File: src/rtl/if_stage_fetch_unit.sv
// Instruction-fetch stage with IF/ID register, one-entry stall buffer and
// branch redirect that also covers a branch arriving while a fetch is in flight.
module if_stage_fetch_unit #(
  parameter int ADDR_WIDTH = 32,
  parameter int INST_WIDTH = 32,
  parameter logic [ADDR_WIDTH-1:0] RESET_PC = '0
) (
  input  logic                  clk,
  input  logic                  rst,
  input  logic                  freeze,
  input  logic                  branch_taken,
  input  logic [ADDR_WIDTH-1:0] branch_addr,
  output logic                  imem_req,
  output logic [ADDR_WIDTH-1:0] imem_addr,
  input  logic [INST_WIDTH-1:0] imem_rdata,
  input  logic                  imem_ready,
  output logic [ADDR_WIDTH-1:0] if_id_pc,
  output logic [INST_WIDTH-1:0] if_id_inst,
  output logic                  if_id_valid,
  output logic                  fetch_stall
);

  // state | meaning
  // FETCH | request outstanding at pc
  // HOLD  | fetched word parked in hold buffer while decode is frozen
  // DRAIN | branch seen mid-request; finish old request, then jump to pending
  typedef enum logic [1:0] {FETCH, HOLD, DRAIN} state_t;

  state_t                state, state_nxt;
  logic [ADDR_WIDTH-1:0] pc, pc_nxt, pending, pending_nxt, hold_pc, hold_pc_nxt;
  logic [INST_WIDTH-1:0] hold_inst, hold_inst_nxt;
  logic [ADDR_WIDTH-1:0] if_id_pc_nxt;
  logic [INST_WIDTH-1:0] if_id_inst_nxt;
  logic                  if_id_valid_nxt;
  logic [ADDR_WIDTH-1:0] pc_inc;

  assign pc_inc      = pc + ADDR_WIDTH'(4);
  assign imem_addr   = pc;
  // Gated by reset so no request is visible while the block is held in reset.
  assign imem_req    = rst && (state != HOLD);
  assign fetch_stall = imem_req & ~imem_ready;

  always_comb begin
    state_nxt       = state;
    pc_nxt          = pc;
    pending_nxt     = pending;
    hold_pc_nxt     = hold_pc;
    hold_inst_nxt   = hold_inst;
    if_id_pc_nxt    = if_id_pc;
    if_id_inst_nxt  = if_id_inst;
    if_id_valid_nxt = if_id_valid;
    unique case (state)
      FETCH: begin
        if (branch_taken) begin
          if_id_valid_nxt = 1'b0;
          if_id_inst_nxt  = '0;
          if (imem_ready) begin
            pc_nxt = branch_addr;
          end else begin
            pending_nxt = branch_addr;
            state_nxt   = DRAIN;
          end
        end else if (imem_ready) begin
          if (freeze) begin
            hold_pc_nxt   = pc_inc;
            hold_inst_nxt = imem_rdata;
            state_nxt     = HOLD;
          end else begin
            if_id_pc_nxt    = pc_inc;
            if_id_inst_nxt  = imem_rdata;
            if_id_valid_nxt = 1'b1;
            pc_nxt          = pc_inc;
          end
        end else if (!freeze) begin
          if_id_valid_nxt = 1'b0;
        end
      end
      HOLD: begin
        if (branch_taken) begin
          pc_nxt          = branch_addr;
          if_id_valid_nxt = 1'b0;
          if_id_inst_nxt  = '0;
          state_nxt       = FETCH;
        end else if (!freeze) begin
          if_id_pc_nxt    = hold_pc;
          if_id_inst_nxt  = hold_inst;
          if_id_valid_nxt = 1'b1;
          pc_nxt          = pc_inc;
          state_nxt       = FETCH;
        end
      end
      DRAIN: begin
        if_id_valid_nxt = 1'b0;
        if_id_inst_nxt  = '0;
        if (branch_taken) pending_nxt = branch_addr;
        if (imem_ready) begin
          pc_nxt    = branch_taken ? branch_addr : pending;
          state_nxt = FETCH;
        end
      end
      default: state_nxt = FETCH;
    endcase
  end

  always_ff @(posedge clk or negedge rst) begin
    if (!rst) begin
      state       <= FETCH;
      pc          <= RESET_PC;
      pending     <= '0;
      hold_pc     <= '0;
      hold_inst   <= '0;
      if_id_pc    <= '0;
      if_id_inst  <= '0;
      if_id_valid <= 1'b0;
    end else begin
      state       <= state_nxt;
      pc          <= pc_nxt;
      pending     <= pending_nxt;
      hold_pc     <= hold_pc_nxt;
      hold_inst   <= hold_inst_nxt;
      if_id_pc    <= if_id_pc_nxt;
      if_id_inst  <= if_id_inst_nxt;
      if_id_valid <= if_id_valid_nxt;
    end
  end

endmodule

File: config.mk
export PLATFORM = sky130hd
export DESIGN_NAME = if_stage_fetch_unit
export DESIGN_NICKNAME = d
export VERILOG_FILES = /design/src/rtl/if_stage_fetch_unit.sv
export SDC_FILE = /design/constraint.sdc
export NUM_CORES = 1
export LEC_CHECK = 0
export ABC_AREA = 1
export CORE_MARGIN = 5
export CORE_UTILIZATION = 36
export DETAILED_ROUTE_END_ITERATION = 10
export GPL_TIMING_DRIVEN = 1
export HOLD_SLACK_MARGIN = 0.1
export PLACE_DENSITY = 0.58
export SYNTH_ARGS = -nofsm -noshare
export SYNTH_HDL_FRONTEND = slang
export SYNTH_SLANG_ARGS = --single-unit
File: constraint.sdc
create_clock -name clk -period 1.62 [get_ports clk]
set_input_delay 0.162 -clock clk [delete_from_list [all_inputs] [get_ports clk]]
set_output_delay 0.162 -clock clk [all_outputs]
set_load 0.005 [all_outputs]
* Word level (Yosys, flattened, before mapping)
Cells that the tools add are included.
Storage, ports and cells: register bits 195
Cells by class: reduce and logical (&&, ||, !) cells 12, multiplexer cells 37, add/sub/neg operators 1, bitwise gates (word level) 3, eq/ne operators 17
Operators with widths (count):
- two-way mux 32 bit | 19
- one-hot mux 32 bit (3 select lines) | 2
- one-hot mux 32 bit (2 select lines) | 2
- adder 32 x 3 -> 32 bit, second input constant | 1
- inequality test 2 bit, second input constant | 8
- inequality test 3 bit, second input constant | 5
- two-way mux 2 bit | 7
- AND reduction 4 bit | 2
- one-hot mux 2 bit (3 select lines) | 1
- AND reduction 3 bit | 2
- AND reduction 6 bit | 1
- two-way mux 1 bit | 5
- AND reduction 5 bit | 1
- inequality test 4 bit, second input constant | 1
- nonzero test 2 bit | 2
- one-hot mux 1 bit (3 select lines) | 1
- nonzero test 3 bit | 1
- == test 2 x 1 -> 1 bit, second input constant | 1
- == test 2 bit, second input constant | 1
- logical NOT 2 bit | 1
- inequality test 2 x 1 -> 1 bit, second input constant | 1
- inverter 1 bit | 2
- AND reduction 2 bit | 1
- bitwise AND 1 bit | 1
- logical AND 1 bit | 1

* Depth between registers and ports, before layout
Gate-level depths: netlist of run 1.
word-level depth 5, gate-level depth with buffers 11

* Worst setup path after synthesis of run 1
No wires, ideal clock.
kind register to register, start point reg state[0], end point reg pending[10], required time 1.495 ns, arrival 1.620 ns, buffers on the path 2, period minus slack after synthesis 1.745 ns, slack -0.125 ns, library setup time 0.125 ns, stages on the path, launching flop included 10, cell sequence dfrtp_1 > inv_1 > ha_1 > buf_4 > inv_2 > nor2_4 > inv_1 > nand2_4 > buf_6 > mux2_4
On the way: cells in the longest elaborated chain, start to end 3, elaborated cells on any way between the ends 7
Ends and longest elaborated chain:
- start, declared | line 29 | state_t state, state_nxt;
- start signal, assigned | line 116 | state <= state_nxt;
- == test 2 bit / logical NOT 2 bit (equally long branches) | line 52 | unique case (state)
- nonzero test 2 bit (no source line) / inequality test 2 bit (equally long branches)
- AND reduction 3 bit (no source line)
- end signal, assigned | line 118 | pending <= pending_nxt;
- end, declared | line 30 | logic [ADDR_WIDTH-1:0] pc, pc_nxt, pending, pending_nxt, hold_pc, hold_pc_nxt;
Several ways; a longest one is shown, not always the timed one. A chain may end at the register's enable or synchronous reset.

* Worst setup path after layout of run 1
start point reg state[1], end point reg pending[3]
The elaborated chain is that of the path after synthesis.

==> results of run 1 <==
-- logic make-up (layout without fill, tap and decap cells) --
kind of cell	count (synthesis)	count (layout)	synth area share
xor+xnor	15	15	0.0150
flops	195	195	0.500
mux	16	16	0.0231
fa+ha+maj	5	5	0.00641
simple gates	483	487	0.210
compound gates	286	286	0.160
buf+inv	200	547	0.0857
-- power breakdown --
group	internal, uW	switching, uW	leakage [uW]
combinational	8620	8260	0.00493
sequential	7230	1490	0.00238
clock	2400	2040	0.000287
total	18200	11800	0.00760
-- synthesized netlist by cell type, drive strengths merged --
cell,instances,area share
buf,43,0.025
nand3,57,0.029
o21ai,165,0.085
a21oi,67,0.035
nand2,304,0.12
clkbuf,25,0.0097
nor3,1,0.00051
o21a,4,0.0031
and2,2,0.0013
nor2,111,0.053
inv,132,0.051
dfrtp,195,0.50
a2bb2oi,1,0.00090
or2,1,0.00064
and3,1,0.00064
ha,5,0.0064
o211ai,3,0.0023
xor2,8,0.0087
a221oi,2,0.0018
a31oi,5,0.0032
o22ai,25,0.016
mux2,16,0.023
xnor2,7,0.0063
nand3b,6,0.0046
o22a,2,0.0018
a22o,12,0.011
-- layer usage --
layer,wire length [um],global-route usage,vias to the layer above
met1,14800,0.278,4647
met3,1810,0.0314,60
li1,-,-,4588
met4,860,0.0586,0
met2,16600,0.341,330
met5,0,0,-
-- state kept, by name, indices dropped and copies added (netlist names) --
signal and cells:
imem_addr 32, hold_inst 32, if_id_pc 32, if_id_valid 1, state 2, if_id_inst 32, pending 32, hold_pc 32
-- layout by cell type, fill, tap and decap left out, types with 4 or more instances in the layout --
cell,instances
inv_2,8
nor2_4,40
inv_8,4
o21ai_0,37
o22ai_1,25
o21ai_1,78
buf_8,9
nand2_2,54
inv_1,119
clkbuf_16,31
mux2_4,15
a21oi_2,36
clkdlybuf4s50_1,136
dlymetal6s2s_1,9
nand2_1,212
a21oi_4,5
a22o_1,7
dlygate4sd2_1,18
xnor2_1,6
buf_16,5
buf_4,109
nand3_1,55
nand2_4,36
ha_4,5
o21a_1,4
dfrtp_1,194
nor2_1,44
nand2_8,5
nand3b_1,6
a31oi_1,5
o21ai_2,47
a21oi_1,26
a22o_4,5
buf_12,30
nor2_2,27
buf_6,47
xor2_1,4
-- layout make-up --
type,count,share of cell area
inverter,132,0.0330
tap,341,0.0265
clock buffer,20,0.0283
sequential,195,0.303
timing repair inverter,1,0.00101
multi-input combinational,809,0.335
timing repair buffer,382,0.264
clock inverter,12,0.00901
-- stage by stage --
stage / power [uW] / util / instances / hold slack (ps) / setup WS (ps)
3_3_place_gp: 20900 / 0.479 / 1781 / 222 / -629
2_1_floorplan: 14600 / - / 1200 / -134 / -48.5
3_5_place_dp: 21100 / 0.479 / 1781 / 217 / -630
6_report: 30000 / 0.601 / 1892 / 284 / -240
5_1_grt: 31900 / 0.601 / 1892 / 294 / -333
4_1_cts: 27600 / 0.542 / 1854 / 281 / -159
-- critical path: stages, from the launching register on --
cell     delay (ps)
dfrtp_1         400
buf_6           130
buf_6           110
ha_4            190
buf_4           150
o21ai_4         140
nor2_4           50
buf_12          150
nand2_8         100
mux2_2          330
-- path summary, 6_finish.rpt --
check                                          start                    endpoint  slack (ps)  cells after the start
max                             state[1]$_DFFE_PN0P_      pending[3]$_DFFE_PN0P_        -240                      9
min                                   imem_rdata[23]   hold_inst[23]$_DFFE_PN0P_         280                      3
max reg2reg                     state[1]$_DFFE_PN0P_      pending[3]$_DFFE_PN0P_        -240                      9
min reg2reg                if_id_inst[1]$_DFFE_PN0P_   if_id_inst[1]$_DFFE_PN0P_         480                      2
max in group asynchronous                        rst   hold_inst[11]$_DFFE_PN0P_         430                      4
min in group asynchronous                        rst  if_id_inst[20]$_DFFE_PN0P_         300                      3
-- what timing repair did --
item | in CTS | in global routing
gates resized for setup | 223 | 363
hold endpoints to repair | 69 | 0
buffers inserted | 33 | 20
setup endpoints to repair | 196 | 192
gates cloned | 9 | 21
hold buffers | 1 | 0
pin swaps | 36 | 69
==> flow_metrics.env, run 1 <==
export IMPL_status="finished with violations"
export IMPL_violations="negative setup slack"
export IMPL_cts_root_buf="clkbuf_16"
export IMPL_cts_tree="yes"
export IMPL_drc=0
export IMPL_die_area_um2=30500
export IMPL_worstSkewPairLatency_ps=440
export IMPL_start_util=0.364
export IMPL_cts_sinks=195
export IMPL_num_vias=9625
export IMPL_boundaryPins=168
export IMPL_die_h_um=175
export IMPL_yosysSeqAreaShare=0.500
export IMPL_antenna_found_initial=0
export IMPL_post_route_cell_area_um2=16100
export IMPL_netlist_area_um2=9750
export IMPL_maxCapViolCount=0
export IMPL_n_antenna_cell=0
export IMPL_cts_buffers=17
export IMPL_start_kind="register"
export IMPL_avgSynthCellArea_um2=8.13
export IMPL_coreArea_um2=26800
export IMPL_p_leak_uw=0.00760
export IMPL_period_share=1.15
export IMPL_htree_levels=4
export IMPL_fin_ws_ps=-240
export IMPL_final_nets=1612
export IMPL_hold_path_class="in -> reg"
export IMPL_fin_worst_skew_ps=15.6
export IMPL_wirelength_um=34100
export IMPL_syn_inst=1200
export IMPL_portBuffers=167
export IMPL_hpwlAfterDp_um=20900
export IMPL_relSlewSlack=0.647
export IMPL_ant_nets=0
export IMPL_placed_cell_area_um2=12800
export IMPL_grt_overflow_total=0
export IMPL_critical_path_class="reg -> reg"
export IMPL_path_max_fanout=5
export IMPL_clock_path_buffers=2
export IMPL_drtIter0Drc=726
export IMPL_hold_viol_final=0
export IMPL_syn_nets=1274
export IMPL_num_rows=60
export IMPL_cp_end_kind="register"
export IMPL_ys_warn_count=0
export IMPL_max_freq_mhz=538
export IMPL_routed_wire_length_per_instance_um=18.0
export IMPL_crit_required_ps=1940
export IMPL_slew_violations=0
export IMPL_grt_pass1_vias=9077
export IMPL_fin_setup_tns_ps=-19680
export IMPL_gp_congestion=0.885
export IMPL_drive_gt1_frac=0.359
export IMPL_peakVddDrop_mv=0.809
export IMPL_grt_max_degree=86
export IMPL_min_period_ps=1860
export IMPL_synth_cell_types=40
export IMPL_avgViaCountPerCell=5.09
export IMPL_grt_usage=0.204
export IMPL_first_pass_iters=6
export IMPL_multi_input_area_um2=5400
export IMPL_rsz0062_at_grt="yes"
export IMPL_p_per_area_nw_per_um2=1860
export IMPL_n_fill_cell=2260
export IMPL_clkTransAtPathRegs_ps=80
export IMPL_register_area_um2=4880
export IMPL_arrival_ps=2180
export IMPL_fp_dieW_um=175
export IMPL_worst_pin_slew_ps=530
export IMPL_areaGrowthSynthToFinish_pct=65.1
export IMPL_ys_ff_latch=195
export IMPL_setup_violations=162
export IMPL_grt_first_pass_wirelength_um=49900
No activity file was read; power rests on OpenSTA's default activity.
==> run 2, diff against run 1 <==
- CORE_ASPECT_RATIO: unset -> 1.4
==> flow_metrics.env, run 2 (same netlist as run 1, synthesis figures left out) <==
export IMPL_first_pass_iters=5
export IMPL_register_area_um2=4890
export IMPL_slew_violations=0
export IMPL_max_freq_mhz=564
export IMPL_path_max_fanout=8
export IMPL_cts_tree="yes"
export IMPL_grt_usage=0.190
export IMPL_grt_max_degree=91
export IMPL_fin_setup_tns_ps=-12210
export IMPL_arrival_ps=2130
export IMPL_cp_end_kind="register"
export IMPL_rsz0062_at_grt="yes"
export IMPL_n_antenna_cell=0
export IMPL_die_h_um=205
export IMPL_num_vias=9254
export IMPL_grt_first_pass_wirelength_um=46200
export IMPL_p_total_uw=27900
export IMPL_status="finished with violations"
export IMPL_period_share=1.09
export IMPL_die_area_um2=30500
export IMPL_cts_sinks=195
export IMPL_post_route_cell_area_um2=15200
export IMPL_final_common_cell="nand2_1"
export IMPL_worst_pin_slew_ps=860
export IMPL_gp_congestion=0.864
export IMPL_placed_cell_area_um2=12800
export IMPL_drtIter0Drc=421
export IMPL_cpPeakStageDelay_ps=430
export IMPL_peakVddDrop_mv=0.837
export IMPL_fp_dieW_um=149
export IMPL_cts_root_buf="clkbuf_16"
export IMPL_portBuffers=167
export IMPL_min_period_ps=1770
export IMPL_avgViaCountPerCell=4.88
export IMPL_coreArea_um2=26800
export IMPL_path_delay_family="buffers and inverters"
export IMPL_crit_required_ps=1970
export IMPL_htree_levels=4
export IMPL_clock_path_buffers=2
export IMPL_p_per_area_nw_per_um2=1840
export IMPL_violations="negative setup slack"
export IMPL_n_fill_cell=2439
export IMPL_final_nets=1594
export IMPL_antenna_found_initial=0
export IMPL_areaGrowthSynthToFinish_pct=55.4
export IMPL_ant_nets=0
export IMPL_final_cell_mix="nand2_1, dfrtp_1, clkdlybuf4s50_1"
export IMPL_start_util=0.364
export IMPL_fin_worst_skew_ps=15.6
export IMPL_wirelength_um=30900
export IMPL_boundaryPins=168
export IMPL_critical_path_slowest_cell="dfrtp_1"
export IMPL_hold_viol_final=0
export IMPL_routed_wire_length_per_instance_um=16.3
export IMPL_critical_path_class="reg -> reg"
export IMPL_hpwlAfterDp_um=21000
export IMPL_worstSkewPairLatency_ps=440
export IMPL_cp_cell_sequence="inv_2 > ha_4 > nand2_4 > buf_6 > nor2_4 > buf_8 > clkbuf_16 > nand2_2 > o21ai_1"
export IMPL_num_rows=71
export IMPL_drive_gt1_frac=0.318
export IMPL_fin_ws_ps=-154
export IMPL_drc=0
export IMPL_path_buf_inv=4
export IMPL_setup_violations=176
export IMPL_grt_overflow_total=0
export IMPL_multi_input_area_um2=4980
export IMPL_cts_buffers=17
export IMPL_grt_pass1_vias=8930
export IMPL_maxCapViolCount=0
export IMPL_p_leak_uw=0.00721
export IMPL_relSlewSlack=0.427
export IMPL_hold_path_class="in -> reg"
export IMPL_clkTransAtPathRegs_ps=80
export IMPL_start_kind="register"
[run 2: final timing paths]
kind | from | endpoint | slack [ps] | cells past startpoint
max in group asynchronous | rst | if_id_pc[26]$_DFFE_PN0P_ | 490 | 3
worst min-delay path | branch_addr[28] | pending[28]$_DFFE_PN0P_ | 300 | 3
worst max-delay path | state[0]$_DFFE_PN0P_ | hold_inst[16]$_DFFE_PN0P_ | -150 | 9
worst max register to register | state[0]$_DFFE_PN0P_ | hold_inst[16]$_DFFE_PN0P_ | -150 | 9
min in group asynchronous | rst | hold_inst[22]$_DFFE_PN0P_ | 370 | 3
worst min register to register | if_id_pc[26]$_DFFE_PN0P_ | if_id_pc[26]$_DFFE_PN0P_ | 480 | 2
[run 2: what timing repair did]
item,in CTS,in global routing
hold endpoints to repair,195,0
hold buffers,2,0
endpoints found under the setup margin,211,203
pin swaps,20,45
buffers inserted,31,20
gates cloned,1,12
resized for setup,158,265
[run 2: where the power goes]
group | internal [uW] | switching [uW] | leakage [uW]
Sequential | 7240 | 1380 | 0.00238
Clock | 2070 | 1840 | 0.000258
Combinational | 7940 | 7370 | 0.00458
[run 2: cell type report]
class / instances / area share
Timing Repair inverter: 1 / 0.00107
Sequential cell: 195 / 0.322
Tap cell: 365 / 0.0301
Clock inverter: 8 / 0.00371
Clock buffer: 22 / 0.0313
Inverter: 132 / 0.0342
Multi-Input combinational cell: 805 / 0.328
Timing Repair Buffer: 368 / 0.249
[run 2: worst reg2reg max path, cell delays in order (launching register included)]
cell	delay (ps)
dfrtp_1	430
inv_2	130
ha_4	230
nand2_4	90
buf_6	130
nor2_4	180
buf_8	190
clkbuf_16	200
nand2_2	60
o21ai_1	70
[run 2: per-layer routing]
| layer | wire (um) | track usage | share of wire |
|---|---|---|---|
| met5 | 0 | 0 | 0 |
| met2 | 16100 | 0.326 | 0.52 |
| met4 | 744 | 0.0605 | 0.024 |
| met1 | 12600 | 0.244 | 0.41 |
| met3 | 1460 | 0.0294 | 0.047 |
[run 2: metrics by stage]
| stage | setup slack (ps) | std cells | hold slack, ps | utilization |
|---|---|---|---|---|
| after floorplan | -48.5 | 1200 | -134 | - |
| after global placement | -310 | 1801 | -18.3 | 0.476 |
| after detailed placement | -293 | 1801 | -17.9 | 0.476 |
| after CTS | -108 | 1864 | 278 | 0.520 |
| after global routing | -228 | 1896 | 320 | 0.565 |
| final | -154 | 1896 | 298 | 0.565 |
